**src/rtl/frame_tx_pkg.sv**
```systemverilog
// frame_tx_pkg: shared types and helpers for the bit-serial frame link.
// Latency: n/a (types, constants and a pure function only).
// Backpressure: n/a. FRAME_TX_PARITY_EN selects one even-parity bit per frame.
package frame_tx_pkg;

   typedef enum logic [1:0] {
      IDLE  = 2'd0,
      SHIFT = 2'd1,
      GAP   = 2'd2
   } frame_tx_state_e;

`ifdef FRAME_TX_PARITY_EN
   localparam int FRAME_TX_PARITY_BITS = 1;
`else
   localparam int FRAME_TX_PARITY_BITS = 0;
`endif

   // Number of cycles ser_frame is high for one word.
   function automatic int frame_tx_len(input int data_w);
      return data_w + FRAME_TX_PARITY_BITS;
   endfunction

endpackage

```
**src/rtl/frame_tx_gap_cnt.sv**
```systemverilog
// frame_tx_gap_cnt: down-counter loaded with GAP_CYCLES, done while it reads 0.
// Latency: load/decrement visible the cycle after the edge; done is a decode of the count.
// Backpressure: none; it holds at 0 once expired.
// Ports: clk, rst_n (sync, active-low), load (reload GAP_CYCLES), en (count down), done.
module frame_tx_gap_cnt #(
   parameter int GAP_CYCLES = 1
) (
   input  logic clk,
   input  logic rst_n,
   input  logic load,
   input  logic en,
   output logic done
);

   localparam int GW = (GAP_CYCLES < 1) ? 1 : $clog2(GAP_CYCLES + 1);

   logic [GW-1:0] count;

   always_ff @(posedge clk) begin
      if (!rst_n) begin
         count <= '0;
      end else if (load) begin
         count <= GW'(GAP_CYCLES);
      end else if (en && (count != '0)) begin
         count <= count - GW'(1);
      end
   end

   assign done = (count == '0);

endmodule

```
**src/rtl/frame_tx.sv**
```systemverilog
// frame_tx: serializes one DATA_W word per handshake onto ser_data/ser_frame/ser_last, LSB first.
// Latency: handshake at edge N puts bit 0 on ser_data in the cycle after edge N; all outputs registered.
// Backpressure: in_ready is high only in IDLE; word period is frame length + GAP_CYCLES + 1.
// Ports: clk, rst_n (sync, active-low), in_data/in_valid/in_ready (word input),
//        ser_data/ser_frame/ser_last (serial link), busy (state != IDLE).
// Build option: define FRAME_TX_PARITY_EN to append an even-parity bit to every frame.
module frame_tx
   import frame_tx_pkg::*;
#(
   parameter int DATA_W     = 8,
   parameter int GAP_CYCLES = 1
) (
   input  logic              clk,
   input  logic              rst_n,
   input  logic [DATA_W-1:0] in_data,
   input  logic              in_valid,
   output logic              in_ready,
   output logic              ser_data,
   output logic              ser_frame,
   output logic              ser_last,
   output logic              busy
);

   localparam int FRAME_W = frame_tx_len(DATA_W);
   localparam int CW      = $clog2(DATA_W + 1);
   localparam logic [CW-1:0] LAST_IDX = CW'(FRAME_W - 1);

   localparam logic [1:0] ST_IDLE  = IDLE;
   localparam logic [1:0] ST_SHIFT = SHIFT;
   localparam logic [1:0] ST_GAP   = GAP;

   logic [1:0]         state, state_nxt;
   logic [FRAME_W-1:0] sreg, sreg_nxt, sreg_load;
   logic [CW-1:0]      bitcnt, bitcnt_nxt;
   logic               hs;
   logic               last_bit;
   logic               gap_done;

   // in_ready is itself a flop that is only high in IDLE, so this is the IDLE accept.
   assign hs       = in_valid && in_ready;
   assign last_bit = (state == ST_SHIFT) && (bitcnt == LAST_IDX);

   // The parity bit rides on top of the data in the shift register, so it falls out
   // naturally as the last serial bit.
`ifdef FRAME_TX_PARITY_EN
   assign sreg_load = {^in_data, in_data};
`else
   assign sreg_load = in_data;
`endif

   always_comb begin
      state_nxt  = state;
      sreg_nxt   = sreg;
      bitcnt_nxt = bitcnt;
      case (state)
         ST_IDLE: begin
            if (hs) begin
               state_nxt  = ST_SHIFT;
               sreg_nxt   = sreg_load;
               bitcnt_nxt = '0;
            end
         end
         ST_SHIFT: begin
            sreg_nxt   = sreg >> 1;
            bitcnt_nxt = bitcnt + CW'(1);
            if (last_bit) begin
               state_nxt = (GAP_CYCLES == 0) ? ST_IDLE : ST_GAP;
            end
         end
         ST_GAP: begin
            if (gap_done) begin
               state_nxt = ST_IDLE;
            end
         end
         default: state_nxt = ST_IDLE;
      endcase
   end

   // The gap count starts on the last-bit cycle so that done is seen in the final
   // gap cycle, giving exactly GAP_CYCLES cycles in GAP.
   frame_tx_gap_cnt #(
      .GAP_CYCLES (GAP_CYCLES)
   ) u_gap_cnt (
      .clk   (clk),
      .rst_n (rst_n),
      .load  (hs),
      .en    (last_bit || (state == ST_GAP)),
      .done  (gap_done)
   );

   // Outputs are registered from next-state values so they line up with the state
   // they describe, with no input-to-output combinational path.
   always_ff @(posedge clk) begin
      if (!rst_n) begin
         state     <= ST_IDLE;
         sreg      <= '0;
         bitcnt    <= '0;
         in_ready  <= 1'b0;
         busy      <= 1'b0;
         ser_data  <= 1'b0;
         ser_frame <= 1'b0;
         ser_last  <= 1'b0;
      end else begin
         state     <= state_nxt;
         sreg      <= sreg_nxt;
         bitcnt    <= bitcnt_nxt;
         in_ready  <= (state_nxt == ST_IDLE);
         busy      <= (state_nxt != ST_IDLE);
         ser_frame <= (state_nxt == ST_SHIFT);
         ser_data  <= (state_nxt == ST_SHIFT) && sreg_nxt[0];
         ser_last  <= (state_nxt == ST_SHIFT) && (bitcnt_nxt == LAST_IDX);
      end
   end

endmodule

```
**config.mk**
```make
export PLATFORM = sky130hd
export DESIGN_NAME = frame_tx
export DESIGN_NICKNAME = d
export VERILOG_FILES = /design/src/rtl/frame_tx_pkg.sv /design/src/rtl/frame_tx_gap_cnt.sv /design/src/rtl/frame_tx.sv
export SDC_FILE = /design/constraint.sdc
export NUM_CORES = 1
export LEC_CHECK = 0
export CORE_MARGIN = 1.5
export CORE_UTILIZATION = 44
export CTS_CLUSTER_SIZE = 40
export DETAILED_ROUTE_END_ITERATION = 16
export GPL_TIMING_DRIVEN = 1
export PLACE_DENSITY = 0.76
export SLEW_MARGIN = 20
export SYNTH_ARGS = -nofsm -noshare
export SYNTH_HDL_FRONTEND = slang
export SYNTH_SLANG_ARGS = --single-unit
```
**constraint.sdc**
```tcl
create_clock -name clk -period 1.98 [get_ports clk]
set_input_delay 0.396 -clock clk [delete_from_list [all_inputs] [get_ports clk]]
set_output_delay 0.396 -clock clk [all_outputs]
set_load 0.01 [all_outputs]
```
==> flow_metrics.env <==
export IMPL_wl_per_cell_um=13.7
export IMPL_clock_skew_ps=6.70
export IMPL_cts_root_buf="clkbuf_4"
export IMPL_wl_mm=1.97
export IMPL_grt_max_degree=16
export IMPL_max_freq_ghz=0.544
export IMPL_top_layer="met4"
export IMPL_worst_ep_arrival_time_ps=1440
export IMPL_vias_per_cell=5.49
export IMPL_overflow=0
export IMPL_cts_max_level=1
export IMPL_rsz0062_at_grt="false"
export IMPL_first_iter_violations=16
export IMPL_nets=132
export IMPL_vias=790
export IMPL_final_area_um2=1100
export IMPL_worst_slack_ps=140
export IMPL_syn_area_um2=880
export IMPL_drive_above_1_share=0.0924
export IMPL_power_leakage_nw=0.391
export IMPL_avgSynthCellArea_um2=8.71
export IMPL_yosys_register_bits=19
export IMPL_antenna_left=0
export IMPL_grt_pass1_vias=717
export IMPL_grt_pass1_wl_mm=3.28
export IMPL_cts_tree="yes"
export IMPL_numCtsBuffers=3
export IMPL_hold_ws_ps=484
export IMPL_cap_viol_max_count=0
export IMPL_ys_flop_type="dfxtp_1"
export IMPL_period_needed_ps=1840
export IMPL_die_area_um2=2280
export IMPL_finalSetupTns_ps=0
export IMPL_grt_usage=0.202
export IMPL_cp_start_kind="register"
export IMPL_worstPathCellList="clkdlybuf4s50_1"
export IMPL_critPathCaptureType="primary output"
export IMPL_antenna_found_initial=0
export IMPL_synth_edff_count=0
export IMPL_syn2layout_area_growth_pct=25.0
export IMPL_relSlewSlack=0.700
export IMPL_core_area_um2=1800
export IMPL_die_y_um=47.7
export IMPL_cts_setup_buffers=0
export IMPL_clk_pin_slew_ps=120
export IMPL_critPathMaxStageDelay_ps=610
export IMPL_dr_pass1_iters=5
export IMPL_gp_congestion=0.829
export IMPL_clock_sinks=19
export IMPL_tightest_slew_ps=449
export IMPL_yosys_cell_types_count=31
export IMPL_cts_resized=0
export IMPL_critPathTopFamily="buffers and inverters"
export IMPL_p_per_area_nw_per_um2=659
export IMPL_place_ws_ps=181
export IMPL_dp_hpwl_mm=1.35
export IMPL_slowest_stage="clkdlybuf4s50_1"
export IMPL_place_area_um2=1070
export IMPL_initial_core_util=0.488
export IMPL_die_x_um=47.7
export IMPL_n_antenna_cell=0
export IMPL_synthesis_instances=101
export IMPL_dr_wl_met3_um=100
export IMPL_clockBufferDepth=2
export IMPL_ys_warn_count=0
export IMPL_route_detailed_drc=0
export IMPL_num_rows=15
export IMPL_crit_required_ps=1580
export IMPL_wl_met1_um=998
export IMPL_synthArstFlopShare=0
export IMPL_period_share=0.929
export IMPL_path_max_fanout=11
export IMPL_clkLatencyLatePin_ps=300
export IMPL_cts_hold_buf=0
export IMPL_peakVddDrop_mv=0.541
export IMPL_outcome="completed"
export IMPL_worstSetupPathType="register to primary output"
export IMPL_wl_met2_um=867
export IMPL_synth_nets=113
export IMPL_pin_count=16
export IMPL_final_hold_violation_count=0
export IMPL_cp_num_buf_inv=1
export IMPL_seq_area_frac_synth=0.432
export IMPL_drv_slew=0
export IMPL_numPortBuffers=15
export IMPL_finalSetupViolCount=0
export IMPL_hold_path_class="register to register"
==> final cells by class <==
type	count	area (um2)
Clock inverter	1	5.00
Clock buffer	3	22.5
Tap cell	25	31.3
Timing Repair Buffer	21	195
Inverter	1	3.75
Multi-Input combinational cell	74	462
Fill cell	170	702
Sequential cell	19	380
==> placed cells by master (no fill, tap or decap) <==
master | Yosys | routed
a21boi_0 | 1 | 1
a21o_1 | 5 | 5
a21oi_1 | 12 | 12
a22oi_1 | 1 | 1
a31oi_1 | 1 | 1
a32oi_1 | 1 | 1
and2b_1 | 1 | 1
and3_1 | 1 | 1
and4b_1 | 2 | 2
buf_4 | 0 | 6
clkbuf_4 | 0 | 3
clkdlybuf4s50_1 | 0 | 15
clkinv_2 | 0 | 1
dfxtp_1 | 19 | 19
ha_1 | 1 | 1
inv_1 | 1 | 1
nand2_1 | 10 | 10
nand2b_1 | 4 | 4
nand3_1 | 2 | 2
nand3b_1 | 3 | 3
nand4b_1 | 6 | 6
nand4bb_1 | 1 | 1
nor2_1 | 5 | 5
nor4bb_1 | 1 | 1
o211ai_1 | 1 | 1
o21a_1 | 1 | 1
o21ai_0 | 8 | 8
o21bai_1 | 1 | 1
or2_2 | 1 | 1
or3_1 | 1 | 1
or4_1 | 1 | 1
xnor2_1 | 1 | 1
xor2_1 | 1 | 1
==> cells by family after synthesis <==
logic type                 share of synthesized area
DFF                                            0.432
adders and majority gates                     0.0142
buffers and inverters                         0.0427
xor gates and xnor gates                      0.0199
AOI/OAI and AO/OA                              0.216
and+or+nand+nor                                0.275
==> Yosys cell counts, types with 2 or more instances <==
cell | instances | area, um2
a21o_1 | 5 | 37.5
a21oi_1 | 12 | 60.1
and4b_1 | 2 | 20.0
buf_2 | 6 | 30.0
dfxtp_1 | 19 | 380
nand2_1 | 10 | 37.5
nand2b_1 | 4 | 25.0
nand3_1 | 2 | 10.0
nand3b_1 | 3 | 22.5
nand4b_1 | 6 | 52.6
nor2_1 | 5 | 18.8
o21ai_0 | 8 | 40.0
==> routing by layer <==
layer / track usage / up-vias
li1: - / 405
met1: 0.283 / 358
met2: 0.323 / 25
met3: 0.0491 / 2
met4: 0.0324 / 0
met5: 0 / -
==> report_power, final <==
group          switching [W]  internal (W)  total, W
Combinational      0.0000463     0.0000604  0.000107
Clock               0.000126     0.0000752  0.000202
Sequential         0.0000171      0.000400  0.000417
==> registers in the layout (all words and copies together) (netlist names) <==
signal	count
state	2
bitcnt	4
u_gap_cnt.count	1
ser_data	1
sreg	7
ser_last	1
busy	1
ser_frame	1
in_ready	1
==> path summary, 6_finish.rpt <==
kind | from | to | slack (ps) | cells past startpoint
min | sreg[4]$_SDFFE_PN0P_ | sreg[4]$_SDFFE_PN0P_ | 480 | 2
min reg2reg | sreg[4]$_SDFFE_PN0P_ | sreg[4]$_SDFFE_PN0P_ | 480 | 2
max reg2reg | state[1]$_SDFF_PN0_ | ser_last$_SDFF_PN0_ | 410 | 3
max | in_ready$_SDFF_PN0_ | in_ready | 140 | 1
==> through the flow <==
stage | power, W | cells | utilization
finish | 0.000725 | 144 | 0.610
global route | 0.000754 | 144 | 0.610
CTS | 0.000724 | 144 | 0.610
detailed placement | 0.000531 | 140 | 0.595
global placement | 0.000528 | 140 | 0.595
floorplan | 0.000477 | 101 | -
Power figures use the tool's default switching activity.
